### config.mk
export PLATFORM = sky130hd
export DESIGN_NAME = fmul_arb
export DESIGN_NICKNAME = d
export VERILOG_FILES = /design/src/rtl/fmul_arb.sv
export SDC_FILE = /design/constraint.sdc
export NUM_CORES = 1
export LEC_CHECK = 0
export ABC_AREA = 1
export CORE_ASPECT_RATIO = 0.7
export CORE_MARGIN = 5
export CORE_UTILIZATION = 34
export CTS_CLUSTER_DIAMETER = 60
export DETAILED_ROUTE_END_ITERATION = 16
export PLACE_DENSITY_LB_ADDON = 0.15
export SETUP_SLACK_MARGIN = 0.05
export SLEW_MARGIN = 5
export SYNTH_ARGS = -nofsm -noshare
export SYNTH_HDL_FRONTEND = slang
export SYNTH_SLANG_ARGS = --single-unit
### constraint.sdc
create_clock -name clk -period 1.34 [get_ports clk]
set_input_delay 0.268 -clock clk [delete_from_list [all_inputs] [get_ports clk]]
set_output_delay 0.268 -clock clk [all_outputs]
set_load 0.05 [all_outputs]
### src/rtl/fmul_arb.sv
// fmul_arb: round-robin two-client front end for the shared iterative FP multiplier.
// Optional build macro FMUL_ARB_ZERO_EN answers finite x zero products locally, bypassing the multiplier.
module fmul_arb #(
  parameter bit RR_INIT = 1'b0
) (
  input  logic        clk,
  input  logic        reset,
  input  logic        req0_valid,
  output logic        req0_ready,
  input  logic [31:0] req0_x,
  input  logic [31:0] req0_y,
  output logic        rsp0_valid,
  input  logic        rsp0_ready,
  output logic [31:0] rsp0_rslt,
  output logic [4:0]  rsp0_flag,
  input  logic        req1_valid,
  output logic        req1_ready,
  input  logic [31:0] req1_x,
  input  logic [31:0] req1_y,
  output logic        rsp1_valid,
  input  logic        rsp1_ready,
  output logic [31:0] rsp1_rslt,
  output logic [4:0]  rsp1_flag,
  output logic        mul_req,
  output logic [31:0] mul_x,
  output logic [31:0] mul_y,
  input  logic        mul_resp_valid,
  input  logic [31:0] mul_rslt,
  input  logic [4:0]  mul_flag
);

  typedef enum logic [1:0] {IDLE, ISSUE, BUSY, RESP} state_t;

  state_t      state;
  logic [31:0] opx;
  logic [31:0] opy;
  logic [31:0] res;
  logic [4:0]  flg;
  logic        tag;
  logic        prio;
  logic        mul_req_q;

  logic        grant0;
  logic        grant1;
  logic        acc;
  logic        acc_tag;
  logic [31:0] acc_x;
  logic [31:0] acc_y;
  logic        zero_byp;
  logic        rsp_take;

  // The priority client wins a tie; the other only gets through when the priority client is quiet.
  always_comb begin
    grant0     = req0_valid && (!prio || !req1_valid);
    grant1     = req1_valid && (prio || !req0_valid);
    req0_ready = (state == IDLE) && !reset && grant0;
    req1_ready = (state == IDLE) && !reset && grant1;
    acc        = req0_ready || req1_ready;
    acc_tag    = req1_ready;
    acc_x      = acc_tag ? req1_x : req0_x;
    acc_y      = acc_tag ? req1_y : req0_y;
    rsp_take   = tag ? rsp1_ready : rsp0_ready;
  end

`ifdef FMUL_ARB_ZERO_EN
  // Infinity/NaN operands still go to the multiplier so it can raise NV or propagate the NaN.
  assign zero_byp = (acc_x[30:23] != 8'hff) && (acc_y[30:23] != 8'hff) &&
                    ((acc_x[30:0] == 31'h0) || (acc_y[30:0] == 31'h0));
`else
  assign zero_byp = 1'b0;
`endif

  always_ff @(posedge clk) begin
    if (reset) begin
      state     <= IDLE;
      prio      <= RR_INIT;
      tag       <= 1'b0;
      res       <= 32'h0;
      flg       <= 5'h0;
      opx       <= 32'h0;
      opy       <= 32'h0;
      mul_req_q <= 1'b0;
    end else begin
      mul_req_q <= 1'b0;
      case (state)
        IDLE: begin
          if (acc) begin
            opx <= acc_x;
            opy <= acc_y;
            tag <= acc_tag;
            if (zero_byp) begin
              res   <= {acc_x[31] ^ acc_y[31], 31'h0};
              flg   <= 5'h0;
              state <= RESP;
            end else begin
              mul_req_q <= 1'b1;
              state     <= ISSUE;
            end
          end
        end
        ISSUE: state <= BUSY;
        BUSY: begin
          if (mul_resp_valid) begin
            res   <= mul_rslt;
            flg   <= mul_flag;
            state <= RESP;
          end
        end
        RESP: begin
          // Rotation happens at hand-off so a stalled consumer cannot lose its turn.
          if (rsp_take) begin
            prio  <= ~tag;
            state <= IDLE;
          end
        end
        default: state <= IDLE;
      endcase
    end
  end

  assign mul_req    = mul_req_q;
  assign mul_x      = opx;
  assign mul_y      = opy;
  assign rsp0_valid = (state == RESP) && !tag;
  assign rsp1_valid = (state == RESP) && tag;
  assign rsp0_rslt  = res;
  assign rsp0_flag  = flg;
  assign rsp1_rslt  = res;
  assign rsp1_flag  = flg;

endmodule

### Word level (Yosys, flattened, before mapping)

Index checks and enable logic that the tools add are counted.

* reductions and logical operators: 21
* bitwise operators: 2
* eq/ne operators: 6
* mux-type cells: 8

Operators by type and width (count)
* 32-bit 2-to-1 mux: 2
* 2-bit one-hot mux with 4 select lines: 1
* 1-bit logical AND: 7
* 2-bit 2-to-1 mux: 3
* 2-bit != test (second input constant): 3
* 2-bit AND reduction: 3
* 1-bit logical NOT: 5
* 2-bit equality test (second input constant): 2
* 1-bit logical OR: 3
* 3-bit AND reduction: 1
* 2-bit by 1-bit equality test with 1-bit output (second input constant): 1
* 2-bit logical NOT: 1
* 1-bit 2-to-1 mux: 2
* 1-bit inverter: 2
* 2-bit OR reduction: 1

* logic and storage cells: 45
* bits of input ports: 172
* flip-flop bits (word level): 106
* output and inout port bits: 143

### Longest topological paths before layout

* word-level depth: 7
* depth in mapped cells: 12
* depth with buffers taken out: 10

### Worst setup path after synthesis

Ideal clock, no wire load.

* path kind: register to output
* from: register state[0]
* to: output req0_ready
* cell stages (with the launch flop): 5
* arrival: 1.518 ns
* data required time: 1.072 ns
* path buffers: 0
* slack: -0.446 ns
* cell sequence: dfxtp_1 inv_1 ha_1 nand3_1 a21oi_1

* word-level cells in the longest chain between the ends: 3

RTL lines
* start: declaration: RTL line 34 `state_t state;`
* start signal: assignment: RTL line 75 `state <= IDLE;`
* start signal: assignment: RTL line 94 `state <= RESP;`
* start signal: assignment: RTL line 97 `state <= ISSUE;`
* 2-bit logical NOT: RTL line 56 `req0_ready = (state == IDLE) && !reset && grant0;`
* 1-bit logical AND (2 in series): RTL line 56
* end: declaration: RTL line 9 `output logic req0_ready,`

Every way passes these cells.

### Worst setup path in the final report

* from: register state[0]
* to: output req1_ready

* word-level cells in the longest chain between the ends: 3

RTL lines
* 2-bit logical NOT: RTL line 57 `req1_ready = (state == IDLE) && !reset && grant1;`
* 1-bit logical AND (2 in series): RTL line 57
* end: declaration: RTL line 17 `output logic req1_ready,`

Every way passes these cells.

==> summary by stage <==
Critical path
Along the worst path, the maximum fanout reaches 8. At the worst endpoint, the arrival time is 1.51 ns. The worst setup path is launched from a flop.

The kind of end point of the critical path is an output pin. By startpoint and endpoint, the worst setup path is classified as flop to output pin. Data on the critical path is required at its endpoint by about 1.1 ns.

Clock network
The total clock sinks is 106. In this run the number of H-tree levels came out at 3. The maximum root-to-sink buffer count is 2. The number of buffers created by CTS is 9. For this design, the CTS-stage hold fixing added 0 buffers. The root buffer selected by CTS is clkbuf_16.

The TritonCTS clock tree is built. The clock edge transition at the registers on the reported setup and hold paths is 0.07 ns. Clock latency on the worst-skew pair, taken at its later pin, is 0.34 ns.

Placement
During placement, the flow inserted port buffers numbering ~310. In this run, placement finished with an instance count of 1249. The placer's final routability congestion estimate is approximately 0.82. The HPWL after detailed placement is approximately 14000 um.

The cell area after placement is 9830 sq um.

Final layout
Across the whole layout, storage elements account for 2120 sq um. For this run, the share of the core covered by cells in the final layout is 0.750. The count of antenna diodes in the layout is 0. Counting the fill cells in the layout gives 1109. Once layout is done, the placed cells without fillers occupy 11100 sq um.

The filler-free cell count of the finished design is approximately 1300. In the final layout, the share of cells above drive strength 1 is 0.283. The multi-input combinational cells in the finished layout cover a total of approximately 2400 sq um. The net count of the finished layout is 1269. From synthesis to final layout, the design area changed by 115%.

GRT
The number of global-route vias before repair is between 5000 and 6000. Global routing finished with a remaining overflow of 0. The number of antenna violations at the first check in global routing is 0.

The wire length of the first global-routing pass is 30100 um. Entering global routing, the biggest net connects 38 pins. The total track usage is 0.213.

STA
The final worst-path cycle share is 1.33. The worst-case hold slack is 0.395 ns. The worst pin sits at a relative slew slack of 0.725. The final setup violation count is 108. Setup repair after global routing could not meet its margin everywhere. The clock tree skew after final layout is 0.00965 ns. At the pin with the least slew margin, the transition time is 0.413 ns. The number of pins with negative max-slew slack in the final report is 0. The number of failing hold endpoints at the final stage is 0. The minimum clock period after layout is 1.78 ns. Static timing analysis puts the maximum clock frequency at 562 MHz. Setup slack on the critical path of the routed design comes to -0.441 ns.

Floorplan
In this run the standard cell core region covers 14800 sq um. Measured along the x axis, the die boundary spans 157 um. The initialized floorplan defines 37 standard-cell rows. The die span in y is 113 um.

The effective utilization at floorplan is 0.349. The area of the die is 17800 sq um. The top-level port count is 315.

Route
After detailed routing, the average wire length per cell comes to 16.0 um. The met2 layer wire length in the routed design is 10300 um. For this run, design rule violations remaining after detail routing come to 0.

The number of nets still failing antenna checks after routing is 0. The detail-routed via count per cell is 4.53. The number of optimization iterations in the first detailed-route pass is 4. The routed wire length on met3 is 1910 um.

The number of design-rule violations left by the first detailed-router iteration is 195. For this block, wires on met1 add up to 8090 um. The highest layer touched by signal routing is met4.

The total number of vias is 5851. After detailed routing, the total wire length is roughly 21000 um.

Synth
The number of different library cells in the post-synthesis netlist is 16. The cell count after synthesis is 794. The register bit count reported by yosys is ~110.

In this run the cell area of the synthesized design comes to 5160 sq um. The number of synthesis warnings is 0. The share of the Yosys chip area taken by registers is 0.411. The number of nets handed over by synthesis was 969. Dividing the synthesized area by the synthesized cell count gives around 6.5 sq um.

Pwr
The internal portion of total power is 11.3 mW. The share of total power dissipated in combinational logic is 0.613. For this design the static power due to leakage is 5.30 nW. The switching power share of the total is 0.428. For this design the total switching power over the nets is 8.48 mW. The proportion of power drawn by the clock network is 0.132. Of the total power, registers draw 0.255.

The power density of the placed cells is 1780 nW/um^2. The maximum resistive drop on vdd is 0.872 mV.

Job
Max-cap violations in this run came to 0.

Outcome
The run finished, with violations left. The final reports fail on negative setup slack.

Worst hold path
The class of the tightest hold or removal check is primary input to flop.
flip-flops by register name, indices dropped and copies added, names as in the netlist:
| register | count |
|---|---|
| rsp0_rslt | 32 |
| prio | 1 |
| mul_x | 32 |
| mul_y | 32 |
| rsp0_flag | 5 |
| mul_req | 1 |
| state | 2 |
| tag | 1 |
cells by family after synthesis:
| group | count (synthesis) | synth area share |
|---|---|---|
| AO/OA/AOI/OAI | 105 | 0.102 |
| adder cells (fa/ha/maj) | 3 | 0.00727 |
| buffers and inverters | 224 | 0.203 |
| flip-flops | 106 | 0.411 |
| AND/OR/NAND/NOR | 356 | 0.276 |
synthesized netlist by cell type:
cell      instances  area (sq um)
nand2_1         202           758
inv_1           137           514
dfxtp_1         106          2120
nor2_1           82           308
nand3_1          71           355
o21ai_0          67           335
buf_4            46           345
o21ai_1          35           175
clkbuf_1         18          67.6
buf_2            17          85.1
inv_2             4          15.0
ha_1              3          37.5
a21oi_1           2          10.0
buf_6             2          22.5
o31ai_1           1          7.51
or2_2             1          6.26
power by group through the flow:
| stage | Sequential [mW] | Combinational, mW | Clock (mW) |
|---|---|---|---|
| after floorplan | 7.09 | 3.30 | 0 |
| after CTS | 4.97 | 11.6 | 2.70 |
| after global placement | 4.99 | 10.8 | 0 |
| after detailed placement | 5.03 | 10.9 | 0 |
| final | 5.06 | 12.1 | 2.61 |
| after global routing | 5.18 | 12.7 | 2.81 |
per-layer routing:
layer	global-route usage	vias to the layer above
li1	-	2971
met1	0.251	2640
met2	0.368	214
met3	0.0776	26
met4	0.0521	0
met5	0	-
worst paths after layout:
path,endpoint,depth (start not counted),start,slack (ns)
max,req1_ready,8,state[0]$_SDFFE_PP0P_,-0.44
min,prio$_SDFFE_PP0P_,2,reset,0.40
max reg2reg,mul_x[3]$_SDFFE_PP0P_,12,state[0]$_SDFFE_PP0P_,-0.32
min reg2reg,rsp0_flag[3]$_SDFFE_PP0P_,2,rsp0_flag[3]$_SDFFE_PP0P_,0.57
critical path, cell delays in order (launching register included):
cell and delay (ns):
dfxtp_2 0.33, inv_2 0.07, ha_4 0.15, inv_2 0.05, nor2_4 0.11, nand3_4 0.11
inv_4 0.10, buf_12 0.12, buf_12 0.13
repair_timing:
item	4_1_cts	5_1_grt
gates cloned	9	4
resized for setup	65	132
pin swaps	6	15
buffers inserted	11	6
setup endpoints to repair	107	110
cells in the final DEF, fill, tap and decap left out, types with 2 or more instances in the layout:
cell             netlist  final
buf_12                 0    157
buf_16                 0     10
buf_4                 46     18
buf_6                  2     10
buf_8                  0      2
clkbuf_1              18      2
clkbuf_16              0     12
clkdlybuf4s50_1        0    170
clkinvlp_4             0      2
dfxtp_1              106    104
dfxtp_2                0      2
ha_4                   0      3
inv_1                137    133
inv_2                  4      5
inv_4                  0      2
nand2_1              202    188
nand2_2                0     12
nand2_8                0      2
nand3_1               71     64
nand3_2                0      4
nand3_4                0      3
nor2_1                82     42
nor2_2                 0     25
nor2_4                 0     15
o21ai_0               67     20
o21ai_1               35     61
o21ai_2                0     21
through the flow:
step	power [mW]	setup TNS, ns	setup WS, ns
2_1_floorplan	10.4	-1.24	-0.0249
6_report	19.8	-23.02	-0.441
3_3_place_gp	15.8	-38.01	-0.451
3_5_place_dp	15.9	-42.54	-0.490
4_1_cts	19.2	-22.53	-0.439
5_1_grt	20.7	-31.44	-0.514
area by class of cell:
class                      count  share of cell area
tap                          195              0.0220
inverter                     141              0.0492
clock inverter                 4             0.00484
multi-input combinational    465               0.218
sequential                   106               0.191
timing repair buffer         371               0.493
clock buffer                  11              0.0209
(Power assumes the default switching activity.)
